--- src/rtl/btn_pkg.sv ---
// Shared definitions for the push-button front end: FSM state encoding and default timing constants.
// The downstream step counter is expected to import this package as well.
package btn_pkg;

  typedef enum logic [1:0] {
    IDLE         = 2'b00,
    PRESS_WAIT   = 2'b01,
    HELD         = 2'b10,
    RELEASE_WAIT = 2'b11
  } btn_state_t;

  localparam int DEBOUNCE_CYCLES_DEF = 4;
  localparam int REPEAT_DELAY_DEF    = 8;
  localparam int REPEAT_PERIOD_DEF   = 4;
  localparam int CNT_W_DEF           = 16;

  // The debounced level is asserted whenever the FSM considers the button down.
  function automatic logic is_pressed(btn_state_t s);
    return (s == HELD) || (s == RELEASE_WAIT);
  endfunction

endpackage

--- src/rtl/sync_2ff.sv ---
// Two-flop synchronizer for a single asynchronous level; resets to 0.
module sync_2ff (
  input  logic clk,
  input  logic rst_n,
  input  logic d,
  output logic q
);

  logic meta;

  // NOTE: sequential state always uses non-blocking (<=) so every flop samples pre-edge values.
  always_ff @(posedge clk or negedge rst_n) begin
    if (!rst_n) begin
      meta <= 1'b0;
      q    <= 1'b0;
    end else begin
      meta <= d;
      q    <= meta;
    end
  end

endmodule

--- src/rtl/btn_pulse_gen.sv ---
// Push-button conditioner: synchronizer, debounce counter and Moore FSM producing one step pulse per press.
// Define BTN_AUTOREPEAT_EN to add periodic repeat pulses while the button stays held.
module btn_pulse_gen
  import btn_pkg::*;
#(
  parameter int DEBOUNCE_CYCLES = DEBOUNCE_CYCLES_DEF,
  parameter int REPEAT_DELAY    = REPEAT_DELAY_DEF,
  parameter int REPEAT_PERIOD   = REPEAT_PERIOD_DEF,
  parameter int CNT_W           = CNT_W_DEF
) (
  input  logic       clk,
  input  logic       rst_n,
  input  logic       btn_raw,
  output logic       x_pulse,
  output logic       btn_level,
  output logic [1:0] fsm_state
);

  localparam logic [CNT_W-1:0] DB_LAST = CNT_W'(DEBOUNCE_CYCLES - 1);

  logic             btn_sync;
  btn_state_t       state, state_nxt;
  logic [CNT_W-1:0] cnt, cnt_nxt;
  logic             pulse_nxt;
  logic             rpt_fire;

  sync_2ff u_sync (
    .clk  (clk),
    .rst_n(rst_n),
    .d    (btn_raw),
    .q    (btn_sync)
  );

`ifdef BTN_AUTOREPEAT_EN
  localparam logic [CNT_W-1:0] RPT_DELAY_LAST  = CNT_W'(REPEAT_DELAY - 1);
  localparam logic [CNT_W-1:0] RPT_PERIOD_LAST = CNT_W'(REPEAT_PERIOD - 1);

  // rpt_armed marks that the initial delay has elapsed and the shorter period now applies.
  logic [CNT_W-1:0] rpt_cnt, rpt_cnt_nxt;
  logic             rpt_armed, rpt_armed_nxt;

  always_comb begin
    rpt_fire      = 1'b0;
    rpt_cnt_nxt   = '0;
    rpt_armed_nxt = 1'b0;
    // Only a cycle that stays in HELD advances the repeat timer; any other path clears it.
    if (state == HELD && btn_sync) begin
      rpt_armed_nxt = rpt_armed;
      if (rpt_cnt == (rpt_armed ? RPT_PERIOD_LAST : RPT_DELAY_LAST)) begin
        rpt_fire      = 1'b1;
        rpt_cnt_nxt   = '0;
        rpt_armed_nxt = 1'b1;
      end else begin
        rpt_cnt_nxt = rpt_cnt + 1'b1;
      end
    end
  end

  always_ff @(posedge clk or negedge rst_n) begin
    if (!rst_n) begin
      rpt_cnt   <= '0;
      rpt_armed <= 1'b0;
    end else begin
      rpt_cnt   <= rpt_cnt_nxt;
      rpt_armed <= rpt_armed_nxt;
    end
  end
`else
  assign rpt_fire = 1'b0;
`endif

  // NOTE: every output of this always_comb gets a default first, so no path can infer a latch.
  always_comb begin
    state_nxt = state;
    cnt_nxt   = cnt;
    pulse_nxt = 1'b0;
    case (state)
      IDLE: begin
        if (btn_sync) begin
          state_nxt = PRESS_WAIT;
          cnt_nxt   = '0;
        end
      end
      PRESS_WAIT: begin
        if (!btn_sync) begin
          state_nxt = IDLE;
        end else if (cnt == DB_LAST) begin
          state_nxt = HELD;
          pulse_nxt = 1'b1;
        end else begin
          cnt_nxt = cnt + 1'b1;
        end
      end
      HELD: begin
        if (!btn_sync) begin
          state_nxt = RELEASE_WAIT;
          cnt_nxt   = '0;
        end else begin
          pulse_nxt = rpt_fire;
        end
      end
      RELEASE_WAIT: begin
        if (btn_sync) begin
          state_nxt = HELD;
        end else if (cnt == DB_LAST) begin
          state_nxt = IDLE;
        end else begin
          cnt_nxt = cnt + 1'b1;
        end
      end
      default: state_nxt = IDLE;
    endcase
  end

  // Outputs are registered from next-state values so they change on the same edge as the state.
  always_ff @(posedge clk or negedge rst_n) begin
    if (!rst_n) begin
      state     <= IDLE;
      cnt       <= '0;
      x_pulse   <= 1'b0;
      btn_level <= 1'b0;
    end else begin
      state     <= state_nxt;
      cnt       <= cnt_nxt;
      x_pulse   <= pulse_nxt;
      btn_level <= is_pressed(state_nxt);
    end
  end

  assign fsm_state = state;

endmodule

--- config.mk ---
export PLATFORM = sky130hd
export DESIGN_NAME = btn_pulse_gen
export DESIGN_NICKNAME = d
export VERILOG_FILES = /design/src/rtl/btn_pkg.sv /design/src/rtl/sync_2ff.sv /design/src/rtl/btn_pulse_gen.sv
export SDC_FILE = /design/constraint.sdc
export NUM_CORES = 1
export LEC_CHECK = 0
export CAP_MARGIN = 40
export CORE_MARGIN = 10
export CORE_UTILIZATION = 45
export CTS_BUF_LIST = sky130_fd_sc_hd__clkbuf_16
export DETAILED_ROUTE_END_ITERATION = 10
export GPL_TIMING_DRIVEN = 1
export SLEW_MARGIN = 0
export SYNTH_ARGS = -nofsm -noshare
export SYNTH_HDL_FRONTEND = slang
export SYNTH_SLANG_ARGS = --single-unit
--- constraint.sdc ---
create_clock -name clk -period 2 [get_ports clk]
set_clock_uncertainty 0.1 [all_clocks]
set_input_delay 0.2 -clock clk [delete_from_list [all_inputs] [get_ports clk]]
set_output_delay 0.2 -clock clk [all_outputs]
set_load 0.005 [all_outputs]
## Yosys cells after proc, flatten, opt, wreduce, memory -nomap -nowiden

Index checks and enable logic that the tools add are counted.

| cells by class | value |
|---|---|
| add/subtract/negate cells | 1 |
| eq/ne operators | 10 |
| muxes and demuxes | 16 |
| reductions and logical operators | 3 |

Operators with widths:

| kind | number |
|---|---|
| two-way mux 16 bit | 5 |
| one-hot mux 16 bit (4 select lines) | 1 |
| adder 16 x 1 -> 16 bit, second input constant | 1 |
| equality test 16 x 2 -> 1 bit, second input constant | 1 |
| two-way mux 2 bit | 6 |
| equality test 2 bit, second input constant | 4 |
| one-hot mux 2 bit (4 select lines) | 1 |
| != test 2 x 1 -> 1 bit, second input constant | 2 |
| != test 2 bit, second input constant | 2 |
| AND reduction 4 bit | 1 |
| two-way mux 1 bit | 3 |
| equality test 2 x 1 -> 1 bit, second input constant | 1 |
| logical NOT 2 bit | 1 |
| logical OR 1 bit | 1 |

| word-level totals | value |
|---|---|
| bits in registers | 22 |
| bits of input ports | 3 |
| output and inout bits | 4 |
| logic and storage cells | 36 |

## Depth between registers and ports, before layout

Gate-level depths: netlist (run 1).

| depth | value |
|---|---|
| word-level depth | 6 |
| gate-level depth with buffers | 6 |
| mapped depth without buffers | 5 |

## Modules after synthesis

From an unflattened synthesis (run 1), not the netlist that was laid out.

| second synthesis, totals | value |
|---|---|
| cells, all modules | 103 |
| area total of the unflattened synthesis | 1024.7 um^2 |

Modules (own cells, without submodules):

| module | instances | cells each | area each (um^2) |
|---|---|---|---|
| btn_pulse_gen | 1 | 101 | 974.7 |
| sync_2ff | 1 | 2 | 50.0 |

## Worst setup path before layout (run 1)

OpenSTA, ideal clock, no wires.

| path | value |
|---|---|
| kind | register to register |
| start | register cnt[0] |
| end | register cnt[12] |
| library setup time | 132 ps |
| data arrival time | 1443 ps |
| data required time | 1768 ps |
| path slack | 325 ps |
| cell stages (with the launch flop) | 6 |
| path buffers | 0 |
| cell sequence | dfrtp_1 -> ha_1 -> nand3_2 -> o41a_1 -> o31ai_1 -> o31ai_1 |

| on the way | value |
|---|---|
| cells in the longest elaborated chain, start to end | 4 |
| elaborated cells on any way between the ends | 6 |
| those cells by class | add/sub: 1; eq/ne: 1; mux: 4 |

RTL lines:

| item | line | text |
|---|---|---|
| from (decl) | btn_pulse_gen.sv:23 | `logic [CNT_W-1:0] cnt, cnt_nxt;` |
| from (signal assigned) | btn_pulse_gen.sv:124 | `cnt <= cnt_nxt;` |
| adder 16 x 1 -> 16 bit / equality test 16 x 2 -> 1 bit (equally long branches) | n/a |  |
| two-way mux 16 bit (*) | btn_pulse_gen.sv:87, btn_pulse_gen.sv:105 |  |
| two-way mux 16 bit (on tied branches) | btn_pulse_gen.sv:103, btn_pulse_gen.sv:85 |  |
| one-hot mux 16 bit (4 select lines) (*) | btn_pulse_gen.sv:77 | `case (state)` |

Every way passes the cells marked *; elsewhere a longest branch is shown, timed or not. The select of a mux whose other input is x is not followed.
A chain may end at the register's enable or synchronous reset.

## Worst setup path in the final report (run 1)

| path | value |
|---|---|
| start | register cnt[0] |
| end | register cnt[10] |

The elaborated chain is that of the path after synthesis.

==> results.yml, run 1 <==
setup_path:
  worstPathRequired_ps: 2020
  end_kind: "flop"
  cp.arrival_ps: 1850
  critical-path-top-delay-family: "flip-flops"
  path_cells: "ha_1 > nor4b_2 > and4_4 > buf_4 > o31ai_1 > o21ai_0"
  slowest_stage: "dfrtp_1"
  cp-start-kind: "flop"
  crit_buf_inv: 1
  path_class: "flop to flop"
  crit_fanout: 10
  slowest_delay_ps: 410
clocking:
  cts_buffers: 3
  ctsHoldBuffers: 0
  cts_tree: "yes"
  cts_htree_levels: 1
  cts_buffer_depth: 2
  cts_sinks: 21
  cts_root_buf: "clkbuf_16"
  cts.clk_slew.worst_paths_ps: 60
  clk_latency_ps: 250
timing:
  worst_slack_ps: 173
  max_slew.worst_pin.slew_ps: 458
  relSlewSlack: 0.692
  report.final.hold_viol_count: 0
  setup_violations: 0
  min_period_ps: 1830
  maxSlewViolCount: 0
  clock.fmax_mhz: 547
  fin_tns_setup_ps: 0
  layout_worst_path_cycle_share: 0.913
  rsz0062_at_grt: "no"
detailed_routing:
  drc: 0
  ant_nets: 0
  vias: 948
  via_per_inst: 6.04
  avgRoutedWirePerCell_um: 16.7
  drtIter0Drc: 39
  wl_mm: 2.63
  drt_first_pass_iters: 4
synth:
  synth-simple-area-share: 0.252
  synth.top_cells.by_area: "dfrtp_1, o31ai_1, nand2_1, o21ai_0, nand4_1"
  async_flop_share: 1.00
  ys.flop_type: "dfrtp_1"
  synthCells: 115
  synth_fa_ha_area_frac: 0.0110
  yosysMostFrequentCell: "dfrtp_1"
  syn_area_per_cell_um2: 9.86
  synth_top_family_by_area: "simple AND/OR/NAND/NOR gates"
  netlist_area_um2: 1130
  synth-xor-area-share: 0.00773
  ys_types: 37
  synth_top_cell_by_area: "dfrtp_1"
  synth_commonest_cells: "dfrtp_1, nand2_1, o31ai_1"
  syn_nets: 119
  synth_edf_count: 0
  ys_warn_count: 0
  synth_top_area_share: 0.464
  synth-seq-cells: 21
  synth_compound_area_frac: 0.227
  synthMuxAreaShare: 0
  yosysSeqAreaShare: 0.464
die:
  ios: 7
  die_width_um: 70.2
  rows: 18
  die-area_um2: 4930
  start_util: 0.466
  coreArea_um2: 2430
  die_h_um: 70.2
cells_and_area:
  nNetsFinal: 132
  drive_gt1_frac: 0.150
  diodes: 0
  final.fill_count: 218
  areaGrowthSynthToFinish_pct: 18.5
grt:
  grt_overflow: 0
  antenna_found_initial: 0
  grt_max_degree: 22
  grt_pass1_vias: 969
  grt_pass1_wl_mm: 4.48
  gr-usage-all-layers: 0.107
job:
  drv_cap: 0
min_path:
  min_path_type: "input port to async pin"
placement:
  place_ws_ps: 46.2
  io_buffer_count: 6
  dp_hpwl_mm: 1.84
  gp_congestion: 0.812
outcome:
  status: "finished clean"
pwr:
  p_total_mw: 1.47
  powerDensity_nw_per_um2: 1100
  p_leak_nw: 0.549
  ir_worst_vdd_v: 0.000679
cell type report:
class	instances	area, um^2	area share
Multi-Input combinational cell	86	573	0.426
Timing Repair Buffer	14	120	0.0894
Clock buffer	3	75.1	0.0559
Tap cell	30	37.5	0.0279
Clock inverter	1	5.00	0.00372
Inverter	2	7.51	0.00559
Sequential cell	21	526	0.391
through the flow:
stage / instance area (um^2) / utilization / hold WS, ps / std cells
final: 1340 / 0.552 / 189 / 157
after global routing: 1340 / 0.552 / 220 / 157
after CTS: 1340 / 0.549 / 198 / 157
after detailed placement: 1250 / 0.516 / 240 / 153
after global placement: 1250 / 0.516 / 234 / 153
after floorplan: 1130 / - / -196 / 115
worst register-to-register path, delay by kind of cell, from the launching register on:
| family | cells | cell delay (ps) |
|---|---|---|
| adders and majority gates | 1 | 270 |
| buffers and inverters | 1 | 160 |
| AOI/OAI and AO/OA | 2 | 390 |
| and+or+nand+nor | 2 | 380 |
| DFF | 1 | 410 |
placed cells by master, fill, tap and decap left out, types with 2 or more instances in the layout:
master / netlist / layout
o31ai_1: 12 / 12
clkdlybuf4s50_1: 0 / 6
nand3_1: 5 / 5
buf_4: 1 / 8
o41ai_1: 2 / 2
inv_1: 2 / 2
clkbuf_16: 0 / 3
o41a_1: 2 / 2
nand4_1: 5 / 5
o21a_1: 2 / 2
nor3_1: 2 / 2
dfrtp_1: 21 / 21
nand2_1: 16 / 16
nor4_1: 3 / 3
a21oi_1: 2 / 2
and4_4: 1 / 2
o21ai_0: 8 / 8
o211ai_1: 3 / 3
or2_2: 2 / 2
or4_1: 3 / 3
flip-flops by register name (all words and copies together), names as in the netlist:
signal and count:
btn_level 1, cnt 16, fsm_state 1, u_sync.meta 1, u_sync.q 1, x_pulse 1
layer usage:
layer  vias up  part of all wire  GRT usage
met1       451              0.48      0.136
li1        474                 -          -
met3         3             0.049     0.0339
met2        20              0.46      0.167
met5         -                 0          0
met4         0            0.0095     0.0307
power breakdown:
part           total (mW)  switching [mW]  internal, mW  leakage [nW]
clock               0.425           0.156         0.269        0.0409
sequential          0.537          0.0590         0.478         0.283
combinational       0.513           0.291         0.221         0.225
total                1.47           0.506         0.968         0.549
path summary, 6_finish.rpt:
path	from	to	slack, ps	cells past startpoint
max	cnt[0]	cnt[10]	170	6
min	rst_n	cnt[9]	190	2
max reg2reg	cnt[0]	cnt[10]	170	6
min reg2reg	u_sync.meta	u_sync.q	250	0
max in group asynchronous	rst_n	u_sync.q	1400	2
min in group clk	u_sync.meta	u_sync.q	250	0
cell families after synthesis:
group,after synthesis
flops,21
simple gates,48
compound gates,36
fa+ha+maj,1
xor+xnor,1
buf+inv,8
repair_timing:
action | CTS | global route
setup endpoints to repair | 0 | 13
resized for setup | 0 | 3
endpoints found under the hold margin | 0 | 0
buffers inserted | 0 | 0
(Power assumes the default switching activity.)
==> inputs of run 2 (changes only) <==
--- a/config.mk
+++ b/config.mk
@@ -6,7 +6,6 @@
 export NUM_CORES = 1
 export LEC_CHECK = 0
 export CAP_MARGIN = 40
-export CORE_MARGIN = 10
 export CORE_UTILIZATION = 45
 export CTS_BUF_LIST = sky130_fd_sc_hd__clkbuf_16
 export DETAILED_ROUTE_END_ITERATION = 10
==> results.yml, run 2 (synthesis gave the netlist of run 1 again) <==
timing:
  setup_violations: 0
  rsz0062_at_grt: "no"
  report.final.hold_viol_count: 0
  maxSlewViolCount: 0
  min_period_ps: 1850
  clock.fmax_mhz: 540
  layout_worst_path_cycle_share: 0.925
  max_slew.worst_pin.slew_ps: 419
  fin_tns_setup_ps: 0
  worst_slack_ps: 150
  relSlewSlack: 0.718
die:
  coreArea_um2: 2300
  ios: 7
  start_util: 0.493
  die-area_um2: 2720
  die_h_um: 52.2
  rows: 17
  die_width_um: 52.2
setup_path:
  rr_startpoint: "cnt[0]"
  cp-start-kind: "flop"
  critical-path-top-delay-family: "simple AND/OR/NAND/NOR gates"
  slowest_delay_ps: 410
  crit_cells: 6
  worstPathRequired_ps: 2050
  timing.rr.end: "cnt[7]"
  crit_buf_inv: 1
  r2r_slack_ps: 150
  path_class: "flop to flop"
  path_cells: "ha_1 > nor4b_2 > and4_2 > buf_4 > a211o_1 > a21o_1"
  slowest_stage: "dfrtp_1"
  crit_fanout: 8
  cp.arrival_ps: 1900
  r2r_cells: 6
  end_kind: "flop"
clocking:
  cts_root_buf: "clkbuf_16"
  cts_buffers: 3
  cts_tree: "yes"
  cts_sinks: 21
  cts.clk_slew.worst_paths_ps: 60
  post_cts_buffers: 0
  cts_buffer_depth: 2
  clk_latency_ps: 260
  cts_htree_levels: 1
detailed_routing:
  via_per_inst: 6.29
  ant_nets: 0
  vias: 988
  avgRoutedWirePerCell_um: 16.0
  drc: 0
  drt_first_pass_iters: 4
  drtIter0Drc: 20
  wl_mm: 2.51
job:
  drv_cap: 0
cells_and_area:
  final_common_cell: "dfrtp_1"
  stdcell_count: 157
  drive_gt1_frac: 0.155
  top_register: "cnt"
  diodes: 0
  final_cell_mix: "dfrtp_1, nand2_1, o31ai_1, buf_4, o21ai_0"
  largest_reg_flops: 16
  nNetsFinal: 134
  areaGrowthSynthToFinish_pct: 19.4
  stdcell_area_um2: 1350
  final_core_util: 0.589
pwr:
  powerDensity_nw_per_um2: 1080
  ir_worst_vdd_v: 0.000741
  p_leak_nw: 0.561
placement:
  placedCellCount: 153
  dp_hpwl_mm: 1.74
  io_buffer_count: 6
  gp_congestion: 0.790
  place_ws_ps: 137
  place_area_um2: 1270
grt:
  gr-usage-all-layers: 0.228
  grt_max_degree: 22
  antenna_found_initial: 0
  grt_overflow: 0
  grt_pass1_vias: 976
  grt_pass1_wl_mm: 4.40
min_path:
  min_path_type: "input port to async pin"
outcome:
  status: "finished clean"
-- run 2: changes by cell type in the layout (fill, tap and decap cells not counted) --
| cell | before | now |
|---|---|---|
| buf_4 | 8 | 10 |
| and4_2 | 0 | 1 |
| and4_4 | 2 | 1 |
| clkinv_2 | 1 | 0 |
| inv_1 | 2 | 3 |
-- run 2: layer usage --
layer / up-vias / global-route usage / part of all wire
met1: 481 / 0.299 / 0.48
met4: 0 / 0.123 / 0.018
met5: - / 0 / 0
met3: 5 / 0.0464 / 0.045
met2: 26 / 0.350 / 0.46
li1: 476 / - / -
-- run 2: per-stage QoR --
stage,total power [mW],hold slack [ps]
3_5_place_dp,1.04,237
2_1_floorplan,0.855,-196
4_1_cts,1.47,196
6_report,1.46,183
5_1_grt,1.56,238
3_3_place_gp,1.04,237
-- run 2: worst max-delay path by stage --
stage,startpoint,endpoint,slack [ps]
final,cnt[0],cnt[7],150
after global routing,cnt[0],cnt[6],20
after CTS,cnt[0],cnt[2],100
after detailed placement,cnt[0],cnt[2],140
after global placement,cnt[0],cnt[2],180
after floorplan,cnt[0],cnt[12],330
-- run 2: final cells by class --
| type | instances | area, um^2 |
|---|---|---|
| Multi-Input combinational cell | 86 | 572 |
| Timing Repair Buffer | 16 | 135 |
| Inverter | 2 | 7.51 |
| Fill cell | 203 | 943 |
| Tap cell | 28 | 35.0 |
| Clock inverter | 1 | 3.75 |
| Sequential cell | 21 | 526 |
| Clock buffer | 3 | 75.1 |
-- run 2: timing repair --
action,4_1_cts,5_1_grt
hold buffers,0,0
endpoints found under the setup margin,0,12
gates resized for setup,0,2
-- run 2: where the power goes --
| group | switching (mW) | internal [mW] |
|---|---|---|
| clock | 0.158 | 0.267 |
| sequential | 0.0603 | 0.478 |
| combinational | 0.278 | 0.221 |
